--- src/rtl/pipe_hazard_ctrl_pkg.sv ---
// Shared constants for the pipeline hazard controller: stage indices and signal levels.
package pipe_hazard_ctrl_pkg;

    localparam int unsigned PcStage  = 0;
    localparam int unsigned IfStage  = 1;
    localparam int unsigned IdStage  = 2;
    localparam int unsigned ExStage  = 3;
    localparam int unsigned MemStage = 4;
    localparam int unsigned WbStage  = 5;

    localparam logic RstActive = 1'b0;
    localparam logic Stop      = 1'b1;

endpackage

--- src/rtl/pipe_hazard_ctrl_if.sv ---
// Request/response bundle between the pipeline stages and the hazard controller.
interface pipe_hazard_ctrl_if #(
    parameter int unsigned NSTAGE = 6,
    parameter int unsigned CNT_W  = 32
);
    logic              rdy;
    logic [NSTAGE-1:0] stall_req;
    logic [NSTAGE-1:0] flush_req;
    logic [NSTAGE-1:0] stall;
    logic [NSTAGE-1:0] flush;
    logic              stall_timeout;
    logic [CNT_W-1:0]  stall_cycles;

    modport master (
        output rdy, stall_req, flush_req,
        input  stall, flush, stall_timeout, stall_cycles
    );

    modport slave (
        input  rdy, stall_req, flush_req,
        output stall, flush, stall_timeout, stall_cycles
    );
endinterface

--- src/rtl/hi_prio_enc.sv ---
// Highest-set-bit encoder; bits below LO never count as requests.
module hi_prio_enc #(
    parameter int unsigned W  = 6,
    parameter int unsigned LO = 0,
    localparam int unsigned IW = (W > 1) ? $clog2(W) : 1
) (
    input  logic [W-1:0]  req,
    output logic          vld,
    output logic [IW-1:0] idx
);

    always_comb begin
        vld = 1'b0;
        idx = '0;
        for (int i = 0; i < W; i++) begin
            if (req[i] && (i >= int'(LO))) begin
                vld = 1'b1;
                idx = IW'(i);
            end
        end
    end

endmodule

--- src/rtl/pipe_hazard_ctrl.sv ---
// Merges stall/flush requests into per-stage masks, defers flushes behind older stalls,
// and keeps a sticky stall watchdog plus a saturating stall-cycle counter.
module pipe_hazard_ctrl
    import pipe_hazard_ctrl_pkg::*;
#(
    parameter int unsigned NSTAGE  = 6,
    parameter int unsigned TIMEOUT = 1024,
    parameter int unsigned CNT_W   = 32
) (
    input logic               clk,
    input logic               rst,
    pipe_hazard_ctrl_if.slave bus
);

    localparam int unsigned IW  = $clog2(NSTAGE);
    localparam int unsigned WdW = $clog2(TIMEOUT + 1);
    localparam logic [WdW-1:0] WdMax = WdW'(TIMEOUT);

    logic          s_vld, f_vld, fe_vld;
    logic [IW-1:0] s_idx, f_idx, fe_idx;

    logic              pend_vld_q, pend_vld_d;
    logic [IW-1:0]     pend_idx_q, pend_idx_d;
    logic [WdW-1:0]    wd_q, wd_d;
    logic              to_q, to_d;
    logic [CNT_W-1:0]  cnt_q, cnt_d;

    logic [NSTAGE-1:0] s_mask, f_mask, stall, flush;
    logic              active;

    hi_prio_enc #(.W(NSTAGE), .LO(IfStage)) u_stall_enc (
        .req (bus.stall_req),
        .vld (s_vld),
        .idx (s_idx)
    );

    hi_prio_enc #(.W(NSTAGE), .LO(IdStage)) u_flush_enc (
        .req (bus.flush_req),
        .vld (f_vld),
        .idx (f_idx)
    );

    // Deeper flush wins: its bubble mask covers the shallower one.
    always_comb begin
        fe_vld = f_vld | pend_vld_q;
        fe_idx = f_idx;
        if (pend_vld_q && (!f_vld || (pend_idx_q > f_idx))) begin
            fe_idx = pend_idx_q;
        end
        s_mask = '0;
        f_mask = '0;
        for (int i = 0; i < NSTAGE; i++) begin
            s_mask[i] = s_vld && (IW'(i) <= s_idx);
        end
        for (int i = 1; i < NSTAGE; i++) begin
            f_mask[i] = (IW'(i) < fe_idx);
        end
    end

    always_comb begin
        stall      = '0;
        flush      = '0;
        active     = 1'b0;
        pend_vld_d = pend_vld_q;
        pend_idx_d = pend_idx_q;
        if (rst == RstActive) begin
            pend_vld_d = 1'b0;
        end else if (!bus.rdy) begin
            stall = {NSTAGE{Stop}};
            if (fe_vld) begin
                pend_vld_d = 1'b1;
                pend_idx_d = fe_idx;
            end
        end else begin
            active = 1'b1;
            if (fe_vld && (!s_vld || (s_idx < fe_idx))) begin
                flush      = f_mask;
                pend_vld_d = 1'b0;
            end else if (fe_vld) begin
                stall      = s_mask;
                pend_vld_d = 1'b1;
                pend_idx_d = fe_idx;
            end else begin
                stall = s_mask;
            end
        end

        wd_d  = wd_q;
        cnt_d = cnt_q;
        if (active) begin
            if (|stall) begin
                if (wd_q != WdMax) wd_d = wd_q + 1'b1;
                if (cnt_q != '1)   cnt_d = cnt_q + 1'b1;
            end else begin
                wd_d = '0;
            end
        end
        to_d = to_q | (wd_d == WdMax);
    end

    always_ff @(posedge clk) begin
        if (rst == RstActive) begin
            pend_vld_q <= 1'b0;
            pend_idx_q <= '0;
            wd_q       <= '0;
            to_q       <= 1'b0;
            cnt_q      <= '0;
        end else begin
            pend_vld_q <= pend_vld_d;
            pend_idx_q <= pend_idx_d;
            wd_q       <= wd_d;
            to_q       <= to_d;
            cnt_q      <= cnt_d;
        end
    end

    assign bus.stall         = stall;
    assign bus.flush         = flush;
    assign bus.stall_timeout = to_q;
    assign bus.stall_cycles  = cnt_q;

endmodule

--- src/flat_wrapper.sv ---
// flat-port wrapper written by rule: the top's interface ports become plain ports
module pipe_hazard_ctrl_flat import pipe_hazard_ctrl_pkg::*;
#(
    parameter int unsigned NSTAGE  = 6,
    parameter int unsigned TIMEOUT = 1024,
    parameter int unsigned CNT_W   = 32
)
  (clk, rst, bus_rdy, bus_stall_req, bus_flush_req, bus_stall, bus_flush, bus_stall_timeout, bus_stall_cycles);
  pipe_hazard_ctrl_if #(.NSTAGE(NSTAGE), .CNT_W(CNT_W)) bus_i ();
  input logic clk;
  input logic rst;
  input wire logic [$bits(bus_i.rdy)-1:0] bus_rdy;
  input wire logic [$bits(bus_i.stall_req)-1:0] bus_stall_req;
  input wire logic [$bits(bus_i.flush_req)-1:0] bus_flush_req;
  output wire logic [$bits(bus_i.stall)-1:0] bus_stall;
  output wire logic [$bits(bus_i.flush)-1:0] bus_flush;
  output wire logic [$bits(bus_i.stall_timeout)-1:0] bus_stall_timeout;
  output wire logic [$bits(bus_i.stall_cycles)-1:0] bus_stall_cycles;
  assign bus_i.rdy = bus_rdy;
  assign bus_i.stall_req = bus_stall_req;
  assign bus_i.flush_req = bus_flush_req;
  assign bus_stall = bus_i.stall;
  assign bus_flush = bus_i.flush;
  assign bus_stall_timeout = bus_i.stall_timeout;
  assign bus_stall_cycles = bus_i.stall_cycles;
  pipe_hazard_ctrl #(.NSTAGE(NSTAGE), .TIMEOUT(TIMEOUT), .CNT_W(CNT_W)) u_core (.clk(clk), .rst(rst), .bus(bus_i));
endmodule
--- config.mk ---
export PLATFORM = sky130hd
export DESIGN_NAME = pipe_hazard_ctrl_flat
export DESIGN_NICKNAME = d
export VERILOG_FILES = /design/src/rtl/pipe_hazard_ctrl_pkg.sv /design/src/rtl/pipe_hazard_ctrl_if.sv /design/src/rtl/hi_prio_enc.sv /design/src/rtl/pipe_hazard_ctrl.sv /design/src/flat_wrapper.sv
export SDC_FILE = /design/constraint.sdc
export NUM_CORES = 1
export LEC_CHECK = 0
export CELL_PAD_IN_SITES_DETAIL_PLACEMENT = 1
export CELL_PAD_IN_SITES_GLOBAL_PLACEMENT = 1
export CORE_ASPECT_RATIO = 0.6
export CORE_MARGIN = 8
export CORE_UTILIZATION = 25
export DETAILED_ROUTE_END_ITERATION = 12
export GPL_TIMING_DRIVEN = 0
export HOLD_SLACK_MARGIN = 0.06
export PLACE_DENSITY_LB_ADDON = 0.1
export SLEW_MARGIN = 20
export SYNTH_ARGS = -nofsm -noshare
export SYNTH_HDL_FRONTEND = slang
export SYNTH_SLANG_ARGS = --single-unit
--- constraint.sdc ---
create_clock -name clk -period 10.88 [get_ports clk]
set_input_delay 3.264 -clock clk [delete_from_list [all_inputs] [get_ports clk]]
set_output_delay 3.264 -clock clk [all_outputs]
set_load 0.02 [all_outputs]
==> results list <==
- The initial antenna violation count was 0.
- From bottom edge to top edge, the die measures 100 um.
- Yosys printed 0 warnings.
- At the later pin of the worst-skew pair, clock insertion delay measures 290 ps.
* Full die area: 15700 um2
* Effective utilization at floorplan: 0.259
- In the final routed layout, each cell accounts on average for 16.6 um.
* Status: finished, final reports clean
- Startpoint kind of the worst setup timing path: primary input
- The detailed router finished its first iteration with 170 violations.
- The wire-length estimate of the detail-placed layout is 7960 um.
- The clock tree synthesis step divided the H-tree into 2 levels.
* Routability-driven placement congestion ratio: 0.785
* Routed vias/inst: 4.80
* Maximum number of pins on one net before global-route repair: 16
- Peak supply drop: 0.0580 mV
- For this run, design rule violations remaining after detail routing come to 0.
- Pre-CTS setup slack: -288 ps
* Width of the die: 157 um
- Max Freq: 0.0937 GHz
- At the pin with the least slew margin, the transition time is 734 ps.
- Global route total overflow: 0
* DR pass1 iterations: 4
* Clock buffer count from CTS: 5
- Setup violations remaining at the end of the flow were counted as 0.
- Total via count after detailed routing: 2897
- The area growth from synthesis to layout is 33.0%.
- Summed over all cells, the static leakage comes to 1.44 nW.
- Of the available clock period, the critical path in the final layout requires 0.981.
- Number of buffers on the longest clock path: 2
* Synth Register Bits: 48
* Number of enable-type register cells in the synthesized netlist: 0
* Async set or reset register ratio after synthesis: 0
* Slew HR: 0.511
- Kind of capture point of the worst setup path: primary output
- Worst path arrival time: 7410 ps
* Top-level port count: 60
- For this run, the register share of the synthesized area comes to 0.324.
- Post-route minimum period: 10670 ps
- After clock tree synthesis, the clock-pin slew on the worst setup and hold paths is 70 ps.
- 0 antenna diodes ended up in the layout.
- Pwr per Cell Area: 118 nW/um2
* Cell chosen for the clock root: sky130_fd_sc_hd__clkbuf_16
- For the worst setup path, the data required time is 7620 ps.
- Synthesis instantiated 60 different standard cells from the library.
- Most frequent standard cell in the layout excluding fill and tap cells: sky130_fd_sc_hd__nor2_1
- Row generation in the floorplan step produced 30 rows.
- TritonCTS built the clock tree.
* Most used DFF post-synth: sky130_fd_sc_hd__dfxtp_1
- Power Total: 0.464 mW
- Worst min-delay path category: flop to flop
- Port buffering added 54 buffers.
* Synthesized netlist net count: 400
* Cell area after technology mapping: 2970 um2
* Overall Global Routing Usage: 0.131
* Setup slack of the critical path after layout: 210 ps
* Clock Skew: 8.88 ps
* Mapped Cells: 378
* Number of failing hold endpoints at the final stage: 0
* Number of max-capacitance violations reported: 0
- Counting the fill cells in the layout gives 1386.
* Routed wire length: 10100 um
- Commonest cells after routing, fill and taps aside: sky130_fd_sc_hd__nor2_1, sky130_fd_sc_hd__clkdlybuf4s50_1, sky130_fd_sc_hd__dfxtp_1
- CTS sink cnt: 48
- First-pass GRT wire length: 16400 um
- Number of nets in the final layout: 465
* Worst Path Class, Setup: primary input to primary output
- Cts-stage hold buffer count: 0
- Per-instance average area after synthesis: 7.84 um2
* Post-route ant nets: 0
* Core Region: 11400 um2
- Pins Over Slew Limit: 0
* Vias in the first global route: 2952
- Fraction of final layout cells sized beyond drive strength 1: 0.0856
- In this run the worst path has a maximum fanout of 6.
[layer usage]
layer | up-vias | GRT usage | wire (um)
li1 | 1459 | - | -
met1 | 1390 | 0.196 | 5640
met2 | 46 | 0.181 | 3840
met3 | 2 | 0.0343 | 511
met4 | 0 | 0.0265 | 55
met5 | - | 0 | 0
[cell type report]
type	instances	area, um2	share of cell area
sequential	48	961	0.244
timing repair buffer	58	572	0.145
multi-input combinational	295	1900	0.480
clock inverter	3	42.5	0.0108
buffer	17	81.3	0.0206
tap	160	200	0.0507
clock buffer	5	125	0.0317
inverter	18	67.6	0.0171
[registers in the layout, summed over array words and instances, names as in the netlist, named ones only]
signal and flops:
u_core.pend_idx_q 3, u_core.bus.stall_cycles 32, u_core.bus.stall_timeout 1, u_core.wd_q 11
[metrics by stage]
| stage | hold WS, ps | cell area (um2) | std cells | setup TNS [ps] | utilization |
|---|---|---|---|---|---|
| after global routing | 502 | 3950 | 604 | -10.3 | 0.345 |
| final | 486 | 3950 | 604 | 0 | 0.345 |
| after floorplan | 472 | 2970 | 378 | 0 | - |
| after detailed placement | 473 | 3710 | 592 | -821 | 0.324 |
| after global placement | 462 | 3710 | 592 | -608 | 0.324 |
| after CTS | 485 | 3890 | 600 | 0 | 0.340 |
[worst max-delay path, cell delays in order]
cell and delay (ps):
sky130_fd_sc_hd__clkdlybuf4s50_1 480, sky130_fd_sc_hd__or2_1 340, sky130_fd_sc_hd__nor2_4 190, sky130_fd_sc_hd__inv_1 100
sky130_fd_sc_hd__ha_1 320, sky130_fd_sc_hd__nor2b_4 140, sky130_fd_sc_hd__or3_4 360, sky130_fd_sc_hd__a31oi_1 220
sky130_fd_sc_hd__o22ai_2 180, sky130_fd_sc_hd__ha_1 250, sky130_fd_sc_hd__a221oi_2 260, sky130_fd_sc_hd__a32oi_4 120
sky130_fd_sc_hd__buf_4 210, sky130_fd_sc_hd__nor2_4 140, sky130_fd_sc_hd__nand2_1 80, sky130_fd_sc_hd__or2_2 310
sky130_fd_sc_hd__a21oi_1 130, sky130_fd_sc_hd__clkdlybuf4s15_1 320
[report_power, final]
part | switching [mW] | internal, mW
logic | 0.0593 | 0.0397
registers | 0.00369 | 0.179
clock network | 0.0738 | 0.108
total | 0.137 | 0.327
[cells in the mapped netlist, types with 3 or more instances]
cell,count,area share
sky130_fd_sc_hd__o21ai_0,11,0.019
sky130_fd_sc_hd__a221oi_1,3,0.0089
sky130_fd_sc_hd__nor3_1,13,0.022
sky130_fd_sc_hd__nand4_1,9,0.019
sky130_fd_sc_hd__and4_1,6,0.018
sky130_fd_sc_hd__inv_1,17,0.022
sky130_fd_sc_hd__or3_1,10,0.021
sky130_fd_sc_hd__dfxtp_1,48,0.32
sky130_fd_sc_hd__nor2_1,56,0.071
sky130_fd_sc_hd__a21oi_1,15,0.025
sky130_fd_sc_hd__xnor2_1,21,0.062
sky130_fd_sc_hd__nor4_1,3,0.0063
sky130_fd_sc_hd__a31oi_1,4,0.0084
sky130_fd_sc_hd__and3_1,12,0.025
sky130_fd_sc_hd__xor2_1,9,0.027
sky130_fd_sc_hd__clkbuf_1,12,0.015
sky130_fd_sc_hd__o21a_1,4,0.010
sky130_fd_sc_hd__nand2b_1,5,0.011
sky130_fd_sc_hd__ha_1,7,0.030
sky130_fd_sc_hd__mux2i_1,6,0.020
sky130_fd_sc_hd__and2_1,6,0.013
sky130_fd_sc_hd__nand3_1,25,0.042
sky130_fd_sc_hd__nand2_1,29,0.037
[cells by family after synthesis]
| family | Yosys count | synth area share |
|---|---|---|
| compound gates | 58 | 0.140 |
| xor+xnor | 30 | 0.0886 |
| fa+ha+maj | 7 | 0.0295 |
| buf+inv | 35 | 0.0502 |
| flops | 48 | 0.324 |
| mux | 6 | 0.0203 |
| other cells | 1 | 0.00126 |
| simple gates | 193 | 0.346 |
[path summary, 6_finish.rpt]
check	startpoint	end	slack [ps]	cells past startpoint
setup / recovery	bus_flush_req[5]	bus_flush[4]	210	18
hold / removal	u_core.bus.stall_timeout$_SDFF_PN0_	u_core.bus.stall_timeout$_SDFF_PN0_	490	2
setup reg to reg	u_core.pend_idx_q[1]$_SDFFE_PN0P_	u_core.bus.stall_cycles[31]$_SDFFE_PN0P_	7180	14
hold reg to reg	u_core.bus.stall_timeout$_SDFF_PN0_	u_core.bus.stall_timeout$_SDFF_PN0_	490	2
[repair_timing]
item / in CTS / in global routing
pin swaps: 0 / 1
setup buffers: 0 / 3
resized for setup: 6 / 5
endpoints found under the setup margin: 6 / 7
gates cloned: 0 / 0
Note: power is estimated with default switching activity, not from simulation.
